<file path="config.mk">
export PLATFORM = sky130hd
export DESIGN_NAME = uart_tx_fifo
export DESIGN_NICKNAME = d
export VERILOG_FILES = /design/src/rtl/uart_tx_fifo.sv
export SDC_FILE = /design/constraint.sdc
export NUM_CORES = 1
export LEC_CHECK = 0
export CAP_MARGIN = 20
export CORE_ASPECT_RATIO = 1.4
export CORE_MARGIN = 2
export CORE_UTILIZATION = 35
export CTS_CLUSTER_DIAMETER = 50
export DETAILED_ROUTE_END_ITERATION = 6
export PLACE_DENSITY = 0.61
export SETUP_SLACK_MARGIN = 0.5
export SLEW_MARGIN = 20
export SYNTH_ARGS = -nofsm -noshare
export SYNTH_HDL_FRONTEND = slang
export SYNTH_SLANG_ARGS = --single-unit
</file>
<file path="constraint.sdc">
create_clock -name i_clk -period 4 [get_ports i_clk]
set_input_delay 0.4 -clock i_clk [delete_from_list [all_inputs] [get_ports i_clk]]
set_output_delay 0.4 -clock i_clk [all_outputs]
set_load 0.05 [all_outputs]
</file>
<file path="src/rtl/uart_tx_fifo.sv">
`default_nettype none
// ============================================================================
// Module   : uart_tx_fifo
// Purpose  : Captures bytes written by the CPU on the UART write strobe into
//            a circular FIFO and serialises them onto txd as 8N1 frames,
//            LSB first. Status lines are active-high so programs can poll
//            them through the jump-logic multiplexer.
// Revision : 1.0 - initial release
// ----------------------------------------------------------------------------
// Ports:
//   i_clk      in   1      system clock, rising edge
//   reset      in   1      asynchronous active-low reset
//   data_in    in   8      byte to enqueue
//   wr_n       in   1      active-low write strobe, one byte per edge
//   clr_ovf    in   1      clears the sticky overflow flag
//   txd        out  1      serial output, idle high
//   tx_ready   out  1      FIFO not full
//   tx_idle    out  1      FIFO empty and transmitter idle
//   tx_busy    out  1      frame in progress
//   fifo_count out  CNT_W  queued bytes (excludes byte being shifted)
//   overflow   out  1      sticky, set when a write is dropped
// ============================================================================
module uart_tx_fifo #(
  parameter int CLKS_PER_BIT = 16,
  parameter int FIFO_DEPTH   = 16,
  parameter int CNT_W        = 5
) (
  input  logic             i_clk,
  input  logic             reset,
  input  logic [7:0]       data_in,
  input  logic             wr_n,
  input  logic             clr_ovf,
  output logic             txd,
  output logic             tx_ready,
  output logic             tx_idle,
  output logic             tx_busy,
  output logic [CNT_W-1:0] fifo_count,
  output logic             overflow
);

  localparam int PTR_W  = $clog2(FIFO_DEPTH);
  localparam int BAUD_W = (CLKS_PER_BIT > 2) ? $clog2(CLKS_PER_BIT) : 1;

  localparam logic [CNT_W-1:0]  C_DEPTH     = CNT_W'(FIFO_DEPTH);
  localparam logic [BAUD_W-1:0] C_BAUD_LOAD = BAUD_W'(CLKS_PER_BIT - 1);

  typedef enum logic [1:0] {
    S_IDLE  = 2'd0,
    S_START = 2'd1,
    S_DATA  = 2'd2,
    S_STOP  = 2'd3
  } state_t;

  // --------------------------------------------------------------------------
  // Registered state
  // --------------------------------------------------------------------------
  state_t            r_state;
  logic [BAUD_W-1:0] r_baud;
  logic [2:0]        r_bit_idx;
  logic [7:0]        r_shift;
  logic              r_txd;

  logic [7:0]        r_mem [FIFO_DEPTH];
  logic [PTR_W-1:0]  r_wptr;
  logic [PTR_W-1:0]  r_rptr;
  logic [CNT_W-1:0]  r_count;
  logic              r_ovf;

  // --------------------------------------------------------------------------
  // Combinational next-state values
  // --------------------------------------------------------------------------
  state_t            w_state_nxt;
  logic [BAUD_W-1:0] w_baud_nxt;
  logic [2:0]        w_bit_idx_nxt;
  logic [7:0]        w_shift_nxt;
  logic              w_txd_nxt;
  logic              w_pop;

  logic              w_full;
  logic              w_not_empty;
  logic              w_wr_req;
  logic              w_wr_ok;
  logic              w_bit_end;
  logic [7:0]        w_head;

  assign w_full      = (r_count == C_DEPTH);
  assign w_not_empty = (r_count != '0);
  assign w_wr_req    = ~wr_n;
  // A write to a full FIFO is dropped even if a pop frees a slot on the same
  // edge; the capacity decision is made on the registered count only.
  assign w_wr_ok     = w_wr_req & ~w_full;
  assign w_bit_end   = (r_baud == '0);
  assign w_head      = r_mem[r_rptr];

  // --------------------------------------------------------------------------
  // FSM next-state / datapath logic
  // --------------------------------------------------------------------------
  always_comb begin
    w_state_nxt   = r_state;
    w_bit_idx_nxt = r_bit_idx;
    w_shift_nxt   = r_shift;
    w_txd_nxt     = r_txd;
    w_pop         = 1'b0;
    // Counter free-runs down and parks at zero; every state or bit entry
    // below reloads it, so a bit lasts exactly CLKS_PER_BIT edges.
    w_baud_nxt    = w_bit_end ? r_baud : (r_baud - 1'b1);

    case (r_state)
      S_IDLE: begin
        w_txd_nxt = 1'b1;
        if (w_not_empty) begin
          w_pop       = 1'b1;
          w_shift_nxt = w_head;
          w_state_nxt = S_START;
          w_txd_nxt   = 1'b0;
          w_baud_nxt  = C_BAUD_LOAD;
        end
      end

      S_START: begin
        if (w_bit_end) begin
          w_state_nxt   = S_DATA;
          w_bit_idx_nxt = 3'd0;
          w_txd_nxt     = r_shift[0];
          w_baud_nxt    = C_BAUD_LOAD;
        end
      end

      S_DATA: begin
        if (w_bit_end) begin
          w_baud_nxt = C_BAUD_LOAD;
          if (r_bit_idx == 3'd7) begin
            w_state_nxt = S_STOP;
            w_txd_nxt   = 1'b1;
          end else begin
            // Next bit on the line is shift[1]; drive it now so txd is
            // registered straight from the pre-shift value.
            w_shift_nxt   = {1'b0, r_shift[7:1]};
            w_txd_nxt     = r_shift[1];
            w_bit_idx_nxt = r_bit_idx + 3'd1;
          end
        end
      end

      S_STOP: begin
        if (w_bit_end) begin
          if (w_not_empty) begin
            // Back-to-back frames: skip IDLE so there is no gap.
            w_pop       = 1'b1;
            w_shift_nxt = w_head;
            w_state_nxt = S_START;
            w_txd_nxt   = 1'b0;
            w_baud_nxt  = C_BAUD_LOAD;
          end else begin
            w_state_nxt = S_IDLE;
            w_txd_nxt   = 1'b1;
          end
        end
      end

      default: begin
        w_state_nxt = S_IDLE;
        w_txd_nxt   = 1'b1;
      end
    endcase
  end

  // --------------------------------------------------------------------------
  // FSM / shifter registers. Reset abandons any frame in flight and forces
  // the line high immediately.
  // --------------------------------------------------------------------------
  always_ff @(posedge i_clk or negedge reset) begin
    if (!reset) begin
      r_state   <= S_IDLE;
      r_baud    <= '0;
      r_bit_idx <= 3'd0;
      r_shift   <= 8'd0;
      r_txd     <= 1'b1;
    end else begin
      r_state   <= w_state_nxt;
      r_baud    <= w_baud_nxt;
      r_bit_idx <= w_bit_idx_nxt;
      r_shift   <= w_shift_nxt;
      r_txd     <= w_txd_nxt;
    end
  end

  // --------------------------------------------------------------------------
  // FIFO storage. Contents are not reset; pointers and count define validity.
  // --------------------------------------------------------------------------
  always_ff @(posedge i_clk) begin
    if (w_wr_ok) begin
      r_mem[r_wptr] <= data_in;
    end
  end

  // Pointers wrap naturally because FIFO_DEPTH is a power of two.
  always_ff @(posedge i_clk or negedge reset) begin
    if (!reset) begin
      r_wptr  <= '0;
      r_rptr  <= '0;
      r_count <= '0;
    end else begin
      if (w_wr_ok) begin
        r_wptr <= r_wptr + 1'b1;
      end
      if (w_pop) begin
        r_rptr <= r_rptr + 1'b1;
      end
      case ({w_wr_ok, w_pop})
        2'b10:   r_count <= r_count + 1'b1;
        2'b01:   r_count <= r_count - 1'b1;
        default: r_count <= r_count;
      endcase
    end
  end

  // Sticky overflow; a drop on the same edge as a clear keeps the flag set.
  always_ff @(posedge i_clk or negedge reset) begin
    if (!reset) begin
      r_ovf <= 1'b0;
    end else if (w_wr_req && w_full) begin
      r_ovf <= 1'b1;
    end else if (clr_ovf) begin
      r_ovf <= 1'b0;
    end
  end

  // --------------------------------------------------------------------------
  // Outputs: all derived from registered state only.
  // --------------------------------------------------------------------------
  assign txd        = r_txd;
  assign tx_ready   = (r_count < C_DEPTH);
  assign tx_idle    = (r_count == '0) && (r_state == S_IDLE);
  assign tx_busy    = (r_state != S_IDLE);
  assign fifo_count = r_count;
  assign overflow   = r_ovf;

endmodule
`default_nettype wire
</file>
==> impl_metrics.env, run 1 <==
export IMPL_outcome="completed"
export IMPL_path_class="flip-flop to flip-flop"
export IMPL_cts_tree="built"
export IMPL_hold_class="input port to asynchronous set/reset pin"
export IMPL_antenna_found_initial=0
export IMPL_die_h_um=168
export IMPL_max_stage_delay_ns=0.41
export IMPL_ioPinCount=22
export IMPL_rr_startpoint="r_baud[0]"
export IMPL_worst_pin_slew_ns=0.971
export IMPL_critPathRequiredTime_ns=4.34
export IMPL_syn_num_nets=442
export IMPL_grt_pass1_wl_um=20700
export IMPL_cts_path_max_buffers=2
export IMPL_seq_area_mm2=0.00465
export IMPL_nets=472
export IMPL_ir_worst_vdd_mv=0.274
export IMPL_place_area_mm2=0.00727
export IMPL_skew_ns=0.0112
export IMPL_ant_nets=0
export IMPL_vias=3599
export IMPL_cts_resized=0
export IMPL_r2r_cells=13
export IMPL_htree_levels=4
export IMPL_ys_ff_latch=160
export IMPL_path_clk_slew_ns=0.07
export IMPL_cts_sinks=160
export IMPL_cp_depth=13
export IMPL_power_density_mw_per_mm2=536
export IMPL_period_share_pct=79.2
export IMPL_grt_setup_unrepaired="false"
export IMPL_root_buffer="clkbuf_16"
export IMPL_drive_gt1_share_pct=17.2
export IMPL_multi_input_area_mm2=0.00195
export IMPL_synth_edf_count=128
export IMPL_numCtsBuffers=17
export IMPL_hold_buffers=0
export IMPL_synth_cell_type_count=41
export IMPL_die_w_um=121
export IMPL_track_usage_pct=13.4
export IMPL_overflow=0
export IMPL_cp_end_kind="flip-flop"
export IMPL_drcViolationCount=0
export IMPL_antenna_diode_count=0
export IMPL_clock_latency_ns=0.42
export IMPL_hold_violations=0
export IMPL_vias_per_cell=5.13
export IMPL_cap_violations=0
export IMPL_port_buffers=21
export IMPL_critPathLaunch="r_baud[0]"
export IMPL_crit_buf_inv=2
export IMPL_fin_crit_ns=3.17
export IMPL_num_fill_cells=1729
export IMPL_wl_um=12800
export IMPL_grt_max_degree=36
export IMPL_start_util_pct=35.4
export IMPL_ys_flop_type="edfxtp_1"
export IMPL_drv_slew=0
export IMPL_areaGrowthSynthToFinish_pct=15.8
export IMPL_dr_pass1_iters=5
export IMPL_critPathSlowestCell="fa_1"
export IMPL_cp_max_fo=9
export IMPL_ys_seq_area_share_pct=68.7
export IMPL_crit_chain="inv_1 -> ha_1 -> nor3b_4 -> a21oi_1 -> nor3_2 -> ha_1 -> inv_1 -> fa_1 -> nor2b_1 -> o21ai_0 -> and3_1 -> nor3_1 -> xnor2_1"
export IMPL_reg2reg_setup_slack_ns=0.83
export IMPL_post_cts_setup_buffers=0
export IMPL_die_area_mm2=0.0205
export IMPL_grt_pass1_vias=3776
export IMPL_cp_arrival_ns=3.51
export IMPL_synthCells=410
export IMPL_avgRoutedWirePerCell_um=18.3
export IMPL_hpwl_um=8590
export IMPL_yosys_warnings=0
export IMPL_cp_top_family="simple AND/OR/NAND/NOR gates"
export IMPL_fmax_ghz=0.316
export IMPL_reg2reg_to="fifo_count[4]"
export IMPL_syn_area_per_cell_um2=16.5
export IMPL_crit_end="fifo_count[4]"
export IMPL_setup_violations_final=0
export IMPL_setup_tns_ns=0
export IMPL_drt_initial_drc_count=350
export IMPL_start_kind="flip-flop"
export IMPL_power_leakage_uw=0.00272
export IMPL_finalWeightedCongestion=0.730
export IMPL_num_rows=60
export IMPL_design_area_mm2=0.00783
export IMPL_synthesis_area_mm2=0.00676
export IMPL_relSlewSlack_pct=35.0
export IMPL_async_flop_share_pct=20.0
export IMPL_core_area_mm2=0.0191
[cells in the mapped netlist, types with 2 or more instances]
| master | number | share of area, % |
|---|---|---|
| a31oi_1 | 2 | 0.19 |
| a22o_1 | 3 | 0.39 |
| and2_1 | 2 | 0.19 |
| nand4_1 | 2 | 0.19 |
| nor2_1 | 21 | 1.2 |
| o22a_1 | 2 | 0.26 |
| a22oi_1 | 17 | 1.9 |
| dfrtp_1 | 31 | 11 |
| a21oi_1 | 25 | 1.9 |
| clkbuf_1 | 9 | 0.50 |
| mux2i_1 | 9 | 1.3 |
| o22ai_1 | 2 | 0.19 |
| nor2b_1 | 4 | 0.37 |
| mux4_2 | 32 | 11 |
| o21ai_0 | 11 | 0.81 |
| xor2_1 | 4 | 0.52 |
| nand2b_1 | 2 | 0.19 |
| nand2_1 | 20 | 1.1 |
| buf_2 | 4 | 0.30 |
| buf_1 | 4 | 0.22 |
| inv_1 | 24 | 1.3 |
| nor3_1 | 9 | 0.67 |
| a21o_1 | 2 | 0.22 |
| xnor2_1 | 7 | 0.91 |
| ha_1 | 19 | 3.5 |
| edfxtp_1 | 128 | 57 |
[stage by stage]
stage | setup slack, ns | total power (uW) | hold WS (ns) | util [%] | std cells
floorplan | 0.920 | 2470 | 0.104 | - | 410
global route | 0.524 | 4370 | 0.489 | 41.0 | 701
CTS | 0.811 | 4240 | 0.461 | 41.0 | 701
global placement | 0.956 | 2670 | 0.480 | 38.1 | 669
detailed placement | 0.848 | 2700 | 0.478 | 38.1 | 669
finish | 0.832 | 4200 | 0.452 | 41.0 | 701
[registers in the layout (all words and copies together) (netlist names)]
| name | count |
|---|---|
| r_mem | 128 |
| r_baud | 4 |
| r_bit_idx | 3 |
| r_shift | 8 |
| fifo_count | 5 |
| r_wptr | 4 |
| r_rptr | 4 |
| overflow | 1 |
| r_state | 2 |
| txd | 1 |
[how the worst min path moves through the flow]
stage	to	startpoint	depth (start not counted)	slack, ns
global placement	txd	txd	2	0.48
finish	fifo_count[4]	reset	1	0.45
floorplan	fifo_count[0]	reset	0	0.10
detailed placement	txd	txd	2	0.48
CTS	r_baud[0]	reset	1	0.46
global route	r_baud[0]	reset	1	0.49
[report_power, final]
part / total, uW / switching, uW / internal [uW]
registers: 2080 / 93.4 / 1980
logic: 585 / 381 / 205
clock network: 1540 / 665 / 871
[cell usage in the layout, fill, tap and decap left out, types with 3 or more instances in the layout]
| cell | instances |
|---|---|
| edfxtp_1 | 128 |
| xor2_1 | 4 |
| ha_1 | 19 |
| buf_4 | 8 |
| mux2i_1 | 9 |
| a22oi_1 | 17 |
| a22o_1 | 3 |
| a21oi_1 | 25 |
| nor3_1 | 9 |
| clkdlybuf4s50_1 | 21 |
| o21ai_0 | 11 |
| mux4_2 | 32 |
| nor2b_1 | 4 |
| nor2_1 | 21 |
| nand2_1 | 20 |
| inv_1 | 24 |
| inv_6 | 5 |
| clkbuf_16 | 17 |
| dfrtp_1 | 29 |
| xnor2_1 | 7 |
[kinds of logic (layout without fill, tap and decap cells)]
family / Yosys count / after routing / synth area share [%]
multiplexers: 43 / 43 / 12.4
XOR/XNOR: 11 / 11 / 1.43
buffers and inverters: 42 / 85 / 2.42
AO/OA/AOI/OAI: 67 / 67 / 6.46
adder cells (fa/ha/maj): 20 / 20 / 3.81
AND/OR/NAND/NOR: 67 / 67 / 4.76
flip-flops: 160 / 160 / 68.7
[layout make-up]
| type | count | area share [%] |
|---|---|---|
| clock buffer | 19 | 5.53 |
| clock inverter | 13 | 1.61 |
| inverter | 24 | 1.15 |
| multi-input combinational | 208 | 24.9 |
| sequential | 160 | 59.4 |
| tap | 248 | 3.96 |
| timing repair buffer | 29 | 3.45 |
[routing by layer]
layer  up-vias  part of all wire [%]  track usage (%)  routed length, um
met5         -                     0                0                  0
met2        75                    55             24.0               7000
met3        12                   2.9             2.88                372
met1      1865                    41             15.9               5260
li1       1647                     -                -                  -
met4         0                   1.4             4.60                185
Note: power is estimated with default switching activity, not from simulation.
==> run 2: changes to the inputs <==
==> constraint.sdc (replaced) <==
create_clock -name i_clk -period 3.14 [get_ports i_clk]
set_input_delay 0.314 -clock i_clk [delete_from_list [all_inputs] [get_ports i_clk]]
set_output_delay 0.314 -clock i_clk [all_outputs]
set_load 0.05 [all_outputs]
==> run 2 against run 1 <==
Net effect: final area is 4.2% higher; sequential share of layout area is 2.4 points lower; first-iteration DRC count down 9.7%; largest cell class unchanged; largest power group unchanged.
==> impl_metrics.env, run 2 (same netlist as run 1, synthesis figures left out) <==
export IMPL_setup_violations_final=0
export IMPL_clock_latency_ns=0.42
export IMPL_largest_reg_flops=128
export IMPL_relSlewSlack_pct=38.0
export IMPL_power_density_mw_per_mm2=685
export IMPL_port_buffers=21
export IMPL_layout_cells_non_filler=724
export IMPL_path_clk_slew_ns=0.07
export IMPL_outcome="completed"
export IMPL_die_w_um=121
export IMPL_grt_pass1_wl_um=20600
export IMPL_grt_setup_unrepaired="true"
export IMPL_num_fill_cells=1724
export IMPL_root_buffer="clkbuf_16"
export IMPL_antenna_diode_count=0
export IMPL_nets=495
export IMPL_track_usage_pct=13.6
export IMPL_power_leakage_uw=0.00288
export IMPL_ant_nets=0
export IMPL_drv_slew=0
export IMPL_ioPinCount=22
export IMPL_dr_pass1_iters=4
export IMPL_grt_pass1_vias=3857
export IMPL_avgRoutedWirePerCell_um=18.2
export IMPL_cts_tree="built"
export IMPL_numCtsBuffers=17
export IMPL_final_common_cell="edfxtp_1"
export IMPL_die_area_mm2=0.0205
export IMPL_skew_ns=0.00773
export IMPL_cts_sinks=160
export IMPL_vias=3678
export IMPL_core_area_mm2=0.0191
export IMPL_drt_initial_drc_count=316
export IMPL_period_share_pct=82.2
export IMPL_ir_worst_vdd_mv=0.379
export IMPL_num_rows=60
export IMPL_cap_violations=0
export IMPL_htree_levels=4
export IMPL_cp_end_kind="flip-flop"
export IMPL_cp_arrival_ns=2.93
export IMPL_grt_max_degree=36
export IMPL_cts_path_max_buffers=2
export IMPL_path_class="flip-flop to flip-flop"
export IMPL_finalWeightedCongestion=0.768
export IMPL_antenna_found_initial=0
export IMPL_overflow=0
export IMPL_critPathRequiredTime_ns=3.48
export IMPL_design_power_total_uw=5580
export IMPL_drcViolationCount=0
export IMPL_dp_cells=684
export IMPL_multi_input_area_mm2=0.00202
export IMPL_most_common_layout_cells="edfxtp_1, mux4_2, buf_4"
export IMPL_largest_register="r_mem"
export IMPL_setup_tns_ns=0
export IMPL_hold_violations=0
export IMPL_wl_um=13100
export IMPL_seq_area_mm2=0.00465
export IMPL_worst_pin_slew_ns=0.927
export IMPL_setup_ws_ns=0.559
export IMPL_place_ws_ns=0.364
export IMPL_start_util_pct=35.4
export IMPL_drive_gt1_share_pct=24.4
export IMPL_fin_crit_ns=2.58
export IMPL_hpwl_um=8520
export IMPL_areaGrowthSynthToFinish_pct=20.6
export IMPL_die_h_um=168
export IMPL_vias_per_cell=5.08
export IMPL_fmax_ghz=0.387
export IMPL_start_kind="flip-flop"
export IMPL_cp_max_fo=3
export IMPL_hold_class="input port to asynchronous set/reset pin"
==> run 2: cell count changes in the layout (fill, tap and decap cells not counted), sizes merged <==
cell           before  now
buf                 8   31
clkbuf             19   17
clkinvlp            1    3
bufinv              1    2
clkdlybuf4s50      21   20
clkinv              4    3
dlygate4sd2         0    1
==> run 2: report_power, final <==
part	leakage, uW	switching [uW]	internal (uW)
Combinational	0.00105	489	304
Sequential	0.00153	134	2520
Clock	0.000299	915	1220
Total	0.00288	1540	4040
==> run 2: metal layers <==
layer | track usage [%] | wire length (um)
met5 | 0 | 0
met4 | 6.45 | 421
met3 | 2.68 | 424
met2 | 23.2 | 6920
met1 | 16.4 | 5390
==> run 2: area by class of cell <==
cell class / count / area share (%)
sequential: 160 / 57.0
multi-input combinational: 208 / 24.8
timing repair buffer: 52 / 5.57
clock buffer: 17 / 5.22
tap: 248 / 3.81
clock inverter: 15 / 2.41
inverter: 24 / 1.18
==> run 2: final timing paths <==
path	startpoint	to	slack, ns	depth (start not counted)
worst min-delay path	reset	fifo_count[3]	0.41	1
worst max-delay path	r_baud[1]	fifo_count[4]	0.56	13
min in group i_clk	clr_ovf	overflow	0.48	2
worst min register to register	txd	txd	0.48	2
worst max register to register	r_baud[1]	fifo_count[4]	0.56	13
max in group asynchronous	reset	r_shift[5]	2.00	2
==> run 2: worst max-delay path: stages (launching register included) <==
cell	delay, ns
dfrtp_1	0.41
inv_2	0.09
ha_4	0.13
nor3b_4	0.20
a21oi_2	0.09
nor3_4	0.23
ha_4	0.19
inv_4	0.04
fa_2	0.36
nor2b_1	0.13
o21ai_1	0.11
and3_1	0.19
nor3_2	0.19
xnor2_1	0.13
==> run 2: timing repair <==
item | 4_1_cts | 5_1_grt
hold buffers | 0 | 0
hold endpoints to repair | 0 | 0
gates resized for setup | 1 | 13
pin swaps | 1 | 10
buffers inserted | 1 | 7
endpoints found under the setup margin | 2 | 2
==> run 2: metrics by stage <==
stage / hold slack, ns / util [%] / instance area (um^2)
final: 0.411 / 42.8 / 8150
after global routing: 0.476 / 42.8 / 8150
after CTS: 0.423 / 42.2 / 8050
after detailed placement: 0.476 / 38.9 / 7420
after global placement: 0.477 / 38.9 / 7420
after floorplan: 0.0184 / - / 6790
